[config.mk]
export PLATFORM = sky130hd
export DESIGN_NAME = reg_file_sweeper
export DESIGN_NICKNAME = d
export VERILOG_FILES = /design/src/rtl/reg_file_sweeper.sv
export SDC_FILE = /design/constraint.sdc
export NUM_CORES = 1
export LEC_CHECK = 0
export CELL_PAD_IN_SITES_DETAIL_PLACEMENT = 2
export CELL_PAD_IN_SITES_GLOBAL_PLACEMENT = 2
export CORE_MARGIN = 2
export CORE_UTILIZATION = 29
export CTS_BUF_LIST = sky130_fd_sc_hd__clkbuf_4
export CTS_CLUSTER_SIZE = 30
export DETAILED_ROUTE_END_ITERATION = 8
export PLACE_DENSITY_LB_ADDON = 0.08
export SYNTH_ARGS = -nofsm -noshare
export SYNTH_HDL_FRONTEND = slang
export SYNTH_SLANG_ARGS = --single-unit
export TNS_END_PERCENT = 1
[constraint.sdc]
create_clock -name clk -period 5.45 [get_ports clk]
set_clock_uncertainty 0.05 [all_clocks]
set_input_delay 0.545 -clock clk [delete_from_list [all_inputs] [get_ports clk]]
set_output_delay 0.545 -clock clk [all_outputs]
set_load 0.02 [all_outputs]
[src/rtl/reg_file_sweeper.sv]
// Initiator engine for the register file: either streams every register out as
// (address, data) beats over valid/ready, or fills every register with FILL.
module reg_file_sweeper #(
    parameter int unsigned      ADDR_W = 5,
    parameter int unsigned      DATA_W = 32,
    parameter int unsigned      N_REGS = 32,
    parameter logic [DATA_W-1:0] FILL  = '0
) (
    input  logic              clk,
    input  logic              rst,
    input  logic              start,
    input  logic              mode,
    output logic              busy,
    output logic              done,
    output logic [ADDR_W-1:0] rf_raddr,
    input  logic [DATA_W-1:0] rf_rdata,
    output logic [ADDR_W-1:0] rf_waddr,
    output logic [DATA_W-1:0] rf_wdata,
    output logic              rf_we,
    output logic              out_valid,
    input  logic              out_ready,
    output logic [ADDR_W-1:0] out_addr,
    output logic [DATA_W-1:0] out_data
);

    typedef enum logic [2:0] {
        S_IDLE,
        S_ISSUE,
        S_WAIT,
        S_SEND,
        S_CLEAR,
        S_FIN
    } state_t;

    localparam logic [ADDR_W-1:0] LAST_IDX = ADDR_W'(N_REGS - 1);

    state_t            state;
    logic [ADDR_W-1:0] idx;
    logic [ADDR_W-1:0] idx_next;

    assign idx_next = idx + ADDR_W'(1);

    // Sweep sequencer; every output is a register updated alongside the state.
    always_ff @(posedge clk or posedge rst) begin
        if (rst) begin
            state     <= S_IDLE;
            idx       <= '0;
            busy      <= 1'b0;
            done      <= 1'b0;
            rf_raddr  <= '0;
            rf_waddr  <= '0;
            rf_wdata  <= '0;
            rf_we     <= 1'b0;
            out_valid <= 1'b0;
            out_addr  <= '0;
            out_data  <= '0;
        end else begin
            done <= 1'b0;
            case (state)
                S_IDLE: begin
                    if (start) begin
                        idx  <= '0;
                        busy <= 1'b1;
                        if (mode) begin
                            state    <= S_CLEAR;
                            rf_we    <= 1'b1;
                            rf_waddr <= '0;
                            rf_wdata <= FILL;
                        end else begin
                            state    <= S_ISSUE;
                            rf_raddr <= '0;
                        end
                    end
                end
                S_ISSUE: begin
                    state <= S_WAIT;
                end
                // Address has been stable for two cycles, so read data is valid here.
                S_WAIT: begin
                    out_addr  <= idx;
                    out_data  <= rf_rdata;
                    out_valid <= 1'b1;
                    state     <= S_SEND;
                end
                S_SEND: begin
                    if (out_ready) begin
                        out_valid <= 1'b0;
                        if (idx == LAST_IDX) begin
                            state <= S_FIN;
                            done  <= 1'b1;
                        end else begin
                            idx      <= idx_next;
                            rf_raddr <= idx_next;
                            state    <= S_ISSUE;
                        end
                    end
                end
                // One write per cycle; the last write happens before leaving.
                S_CLEAR: begin
                    if (idx == LAST_IDX) begin
                        rf_we    <= 1'b0;
                        rf_wdata <= '0;
                        done     <= 1'b1;
                        state    <= S_FIN;
                    end else begin
                        idx      <= idx_next;
                        rf_waddr <= idx_next;
                    end
                end
                S_FIN: begin
                    busy  <= 1'b0;
                    state <= S_IDLE;
                end
                default: begin
                    state <= S_IDLE;
                end
            endcase
        end
    end

endmodule

==> run metrics, run 1 <==
post-cts resize count=0; Final Hold Fails=0; Synth top area share=52.6%; antenna diode count=0; core area=9330 um^2; Pwr Total=1920 uW; Die H=102 um; Post-synth EDFFs=0; Crit path depth=7; Synth area leader=dfrtp_1; # IOs=120; Post-DP HPWL=5.13 mm; Synth cell types=45; most frequent CP cell=ha_1; Pre-antenna DRT Iters=4; Period minus WS final=2.25 ns; Initial Utilization=30.1%; crit end category=flip-flop; TNS Setup=0 ns; critical path class=reg -> reg; most frequent cells in the layout=clkdlybuf4s50_1 (87), dfrtp_1 (59), conb_1 (32); # fillers=1006; max incr delay on CP=0.49 ns; CTS clock-pin slew for the worst setup and hold paths=0.10 ns; gr usage total=13.8%; antenna violations before repair=0; drt first-iter violations=32; Root Buffer=clkbuf_4; CTS H-tree depth=3; via count=1944; WP buf/inv=0; outcome=finished, final reports clean; CTS buffer count=9; Net Sw Frac=39.7%; Layout area overhead=33.8%; Die Width=102 um; Clock Tree Buf Depth=2; Antenna Nets Post-Route=0; Max Cap Viol=0; Worst setup SP type=flip-flop; area of the die=10500 um^2; worst hold path depth=1; latest clock arrival within the worst-skew pair=0.39 ns; Syn Inst Count=222; Critical Path RT=5.70 ns; pwr dens=512 nW/um^2; commonest non-fill, non-tap cell in the layout=clkdlybuf4s50_1; global placer's final weighted congestion=0.774; Max Slew Vio Count=0; GRT busiest layer=met2; clock tree sinks=59; Mapped Area=2810 um^2; CP delay by family, top=compound AO/OA/AOI/OAI gates; Fmax=444 MHz; Combinational Power Share=50.2%; Flop pwr share=36.7%; largest net degree at the start of global routing=60; post-CTS setup buffer count=0; largest vdd supply drop=141 uV; WL per Instance=15.7 um; RSZ-0062 raised after global routing=false; internal power=1160 uW; Final #Nets=353; number of global-route vias before repair=2038; met3 Usage GRT=4.51%; first-pass GRT wire length=10.8 mm; Worst EP arrival=2.50 ns; vias per inst=4.37; Leakage=0.00160 uW; post-synthesis sequential area ratio=52.6%; CTS Hold Buffers Added=0; #FFs+latches synth=59; Post-synth top flop=dfrtp_1; dominant cells by area after synthesis=dfrtp_1 (53%), buf_4 (8.8%), mux2_1 (7.6%), mux2_2 (7.2%), buf_6 (2.0%); port bufs=87; clock network fraction of total power=13.1%; synth warn=0; CTS tree=done; proportion of layout cells with a drive suffix above 1=15.8%; slowest CP cell=dfrtp_1; slew margin rel.=40.5%; Async S/R FF share, synth=100%; Setup-failing EPs final=0; number of remaining DRC errors=0; Hold Path Class=reg -> reg; period utilization=41.3%; Avg Cell Area, Syn=12.6 um^2; switching power=764 uW; Overflow after GRT=0; routed wire length=6.97 mm; crit-path max FO=7; GR Layer Usage met1=18.0%; routing usage on met2=21.4%; crit path cell chain=ha_1, and3_1, ha_1, and2b_1, o21ai_2, o2bb2a_1, o32ai_2; reg2reg path depth=7; Least-Margin Pin Slew=0.892 ns; row count=35
-- power by group through the flow --
stage                     Clock, uW  Sequential, uW  Combinational [uW]
after detailed placement          0             718                 986
after global routing            290             731                1050
final                           251             706                 966
after CTS                       272             709                 989
after global placement            0             708                 969
after floorplan                   0             863                 468
-- through the flow --
step | std cells | hold slack [ns] | setup slack [ns] | util, % | instance area, um^2
2_1_floorplan | 253 | 0.464 | 3.40 | - | 2920
3_3_place_gp | 431 | 0.414 | 3.21 | 39.2 | 3650
3_5_place_dp | 431 | 0.426 | 3.19 | 39.2 | 3650
4_1_cts | 445 | 0.447 | 3.15 | 40.2 | 3750
5_1_grt | 445 | 0.466 | 3.00 | 40.2 | 3750
6_report | 445 | 0.439 | 3.20 | 40.2 | 3750
-- cells by family after synthesis --
logic type	share of synthesized area, %
mux	14.9
fa+ha+maj	1.34
flops	52.6
compound gates	9.23
simple gates	9.63
buf+inv	11.6
xor+xnor	0.625
other cells	0.134
-- per-layer routing --
metal / up-vias / wire, um / part of all wire (%)
met4: 0 / 98 / 1.4
met2: 88 / 3090 / 44
met1: 961 / 3200 / 46
met3: 7 / 588 / 8.4
li1: 888 / - / -
met5: - / 0 / 0
-- cell usage after synthesis, types with 2 or more instances --
library cell and number:
a21o_1 2, a22o_1 2, a31oi_1 2, and2b_1 2
and3_1 2, buf_4 33, buf_6 5, dfrtp_1 59
ha_1 3, inv_1 4, mux2_1 19, mux2_2 18
nand2_1 14, nand3_1 6, nor2_1 4, nor2b_1 3
nor3b_2 2, o21ai_0 6, o21ai_1 3, o21ai_2 3
o22ai_1 2, o2bb2ai_1 3, o31ai_1 2, o31ai_2 2
-- sequential cells by signal, indices dropped and copies added (netlist names) --
signal / cells
idx: 5
out_addr: 5
state: 3
done: 1
rf_waddr: 5
out_valid: 1
out_data: 32
busy: 1
rf_raddr: 5
rf_we: 1
-- worst paths after layout --
| check | startpoint | endpoint | slack (ns) |
|---|---|---|---|
| worst max register to register | idx[0]$_DFFE_PP0P_ | idx[2]$_DFFE_PP0P_ | 3.20 |
| worst min register to register | out_valid$_DFFE_PP0P_ | out_valid$_DFFE_PP0P_ | 0.44 |
| min in group asynchronous | rst | out_data[30]$_DFFE_PP0P_ | 0.64 |
| worst min-delay path | out_valid$_DFFE_PP0P_ | out_valid$_DFFE_PP0P_ | 0.44 |
| worst max-delay path | idx[0]$_DFFE_PP0P_ | idx[2]$_DFFE_PP0P_ | 3.20 |
| max in group asynchronous | rst | done$_DFF_PP0_ | 4.20 |
-- cell type report --
class	instances	area, um^2	share of cell area (%)
inverter	4	15.0	0.400
sequential	59	1480	39.3
multi-input combinational	151	1120	29.9
clock buffer	9	67.6	1.80
timing repair buffer	88	878	23.4
tap	129	161	4.30
clock inverter	5	32.5	0.867
Power figures use the tool's default switching activity.
==> run 2: changes to the inputs <==
- CORE_UTILIZATION: 29 -> 24
- clock period: 5.45 -> 2 ns (I/O delays scaled with it)
==> run 2 against run 1 <==
Non-clock buffer count increased by 10. Count of clock-buffer cells in the layout increased by 2. Final area increased by 5.0%. Hold slack got worse by 0.34 ns. Combinational power increased to 2.9 times the previous value. Critical endpoint unchanged. Largest cell class unchanged. Largest power group unchanged.
==> run metrics, run 2 (synthesis gave the netlist of run 1 again) <==
Root Buffer=clkbuf_4; crit end category=flip-flop; post-route setup slack=0.0940 ns; number of remaining DRC errors=0; max FFs per register=32; outcome=finished, final reports clean; Max Slew Vio Count=0; Initial Utilization=24.6%; critical path class=reg -> reg; Worst setup SP type=flip-flop; dpl cells=455; top sig layer=met4; routed wl met3=478 um; port bufs=87; WHS=0.0980 ns; Overflow after GRT=0; Clock Tree Buf Depth=2; CTS tree=done; Final Non-Filler Cells=472; drt first-iter violations=47; Antenna Nets Post-Route=0; met1 wire length=3.47 mm; area of the die=12600 um^2; latest clock arrival within the worst-skew pair=0.42 ns; antenna violations before repair=1; Critical Path RT=2.28 ns; Final #Nets=364; Max Cap Viol=0; RSZ-0062 raised after global routing=false; Largest Register=out_data; core area=11400 um^2; crit-path max FO=5; CTS buffer count=9; Worst EP arrival=2.19 ns; # fillers=1231; proportion of layout cells with a drive suffix above 1=19.2%; placed inst area=3770 um^2; vias per inst=4.30; first-pass GRT wire length=11.8 mm; global placer's final weighted congestion=0.722; Design Area, Final=3940 um^2; period utilization=95.3%; Pre-antenna DRT Iters=4; CTS clock-pin slew for the worst setup and hold paths=0.10 ns; largest vdd supply drop=479 uV; most frequent cells in the layout=clkdlybuf4s50_1 (87), dfrtp_1 (59), conb_1 (32); Setup-failing EPs final=0; via count=2028; Post-DP HPWL=5.16 mm; area used by multi-input combinational logic=1160 um^2; row count=39; gr usage total=12.2%; number of global-route vias before repair=2192; pre-CTS WS=-0.0152 ns; Period minus WS final=1.91 ns; Die H=112 um; clock tree sinks=59; Layout area overhead=40.5%; Hold Path Class=in -> async; Final Hold Fails=0; # IOs=120; CTS H-tree depth=3; Leakage=0.00168 uW; routed wire length=7.22 mm; TNS Setup=0 ns; pwr dens=1400 nW/um^2; WL per Instance=15.3 um; Die Width=112 um; CTS Hold Buffers Added=0; post-CTS setup buffer count=0; commonest non-fill, non-tap cell in the layout=clkdlybuf4s50_1; largest net degree at the start of global routing=60; register area=1480 um^2; Fmax=525 MHz; met2 wire len=3.11 mm
## run 2: final cells by class
cell class,instances,area share (%)
multi-input cells,152,29.6
inverters,4,0.381
diodes,1,0.0635
clock buffers,11,2.10
flip-flops and latches,59,37.5
repair buffers,98,24.8
well taps,143,4.54
clock inverters,4,1.08
## run 2: layer usage
layer | vias up | GRT usage, %
li1 | 926 | -
met3 | 13 | 2.81
met1 | 1003 | 16.7
met5 | - | 0
met4 | 0 | 7.56
met2 | 86 | 17.5
## run 2: what timing repair did
| action | CTS | global route |
|---|---|---|
| pin swaps | 1 | 0 |
| cloned | 1 | 0 |
| resized for setup | 0 | 5 |
| setup endpoints to repair | 4 | 10 |
## run 2: final timing paths
| path | start | cells past startpoint | slack, ns | endpoint |
|---|---|---|---|---|
| max | idx[1]$_DFFE_PP0P_ | 7 | 0.09 | idx[2]$_DFFE_PP0P_ |
| min | rst | 3 | 0.1 | out_data[22]$_DFFE_PP0P_ |
| max reg2reg | idx[1]$_DFFE_PP0P_ | 7 | 0.09 | idx[2]$_DFFE_PP0P_ |
| min reg2reg | out_valid$_DFFE_PP0P_ | 1 | 0.44 | out_valid$_DFFE_PP0P_ |
| max in group asynchronous | rst | 3 | 1.52 | rf_we$_DFFE_PP0P_ |
| min in group clk | rf_rdata[25] | 2 | 0.32 | out_data[25]$_DFFE_PP0P_ |
## run 2: power breakdown
| part | switching [uW] | leakage, uW | internal (uW) |
|---|---|---|---|
| Combinational | 1420 | 0.000881 | 1390 |
| Clock | 457 | 0.0000718 | 393 |
| Sequential | 242 | 0.000729 | 1630 |
| Total | 2120 | 0.00168 | 3420 |
## run 2: stage by stage
step	util (%)	total power (uW)
global route	34.5	5930
detailed placement	33.0	4740
floorplan	-	3630
CTS	34.2	5640
finish	34.5	5530
global placement	33.0	4700
## run 2: critical path, stage by stage (launching register included)
cell     delay, ns
dfrtp_1       0.42
ha_1          0.21
and3_4        0.20
ha_4          0.17
and2b_2       0.25
o21ai_4       0.08
and2_4        0.21
o32ai_2       0.24
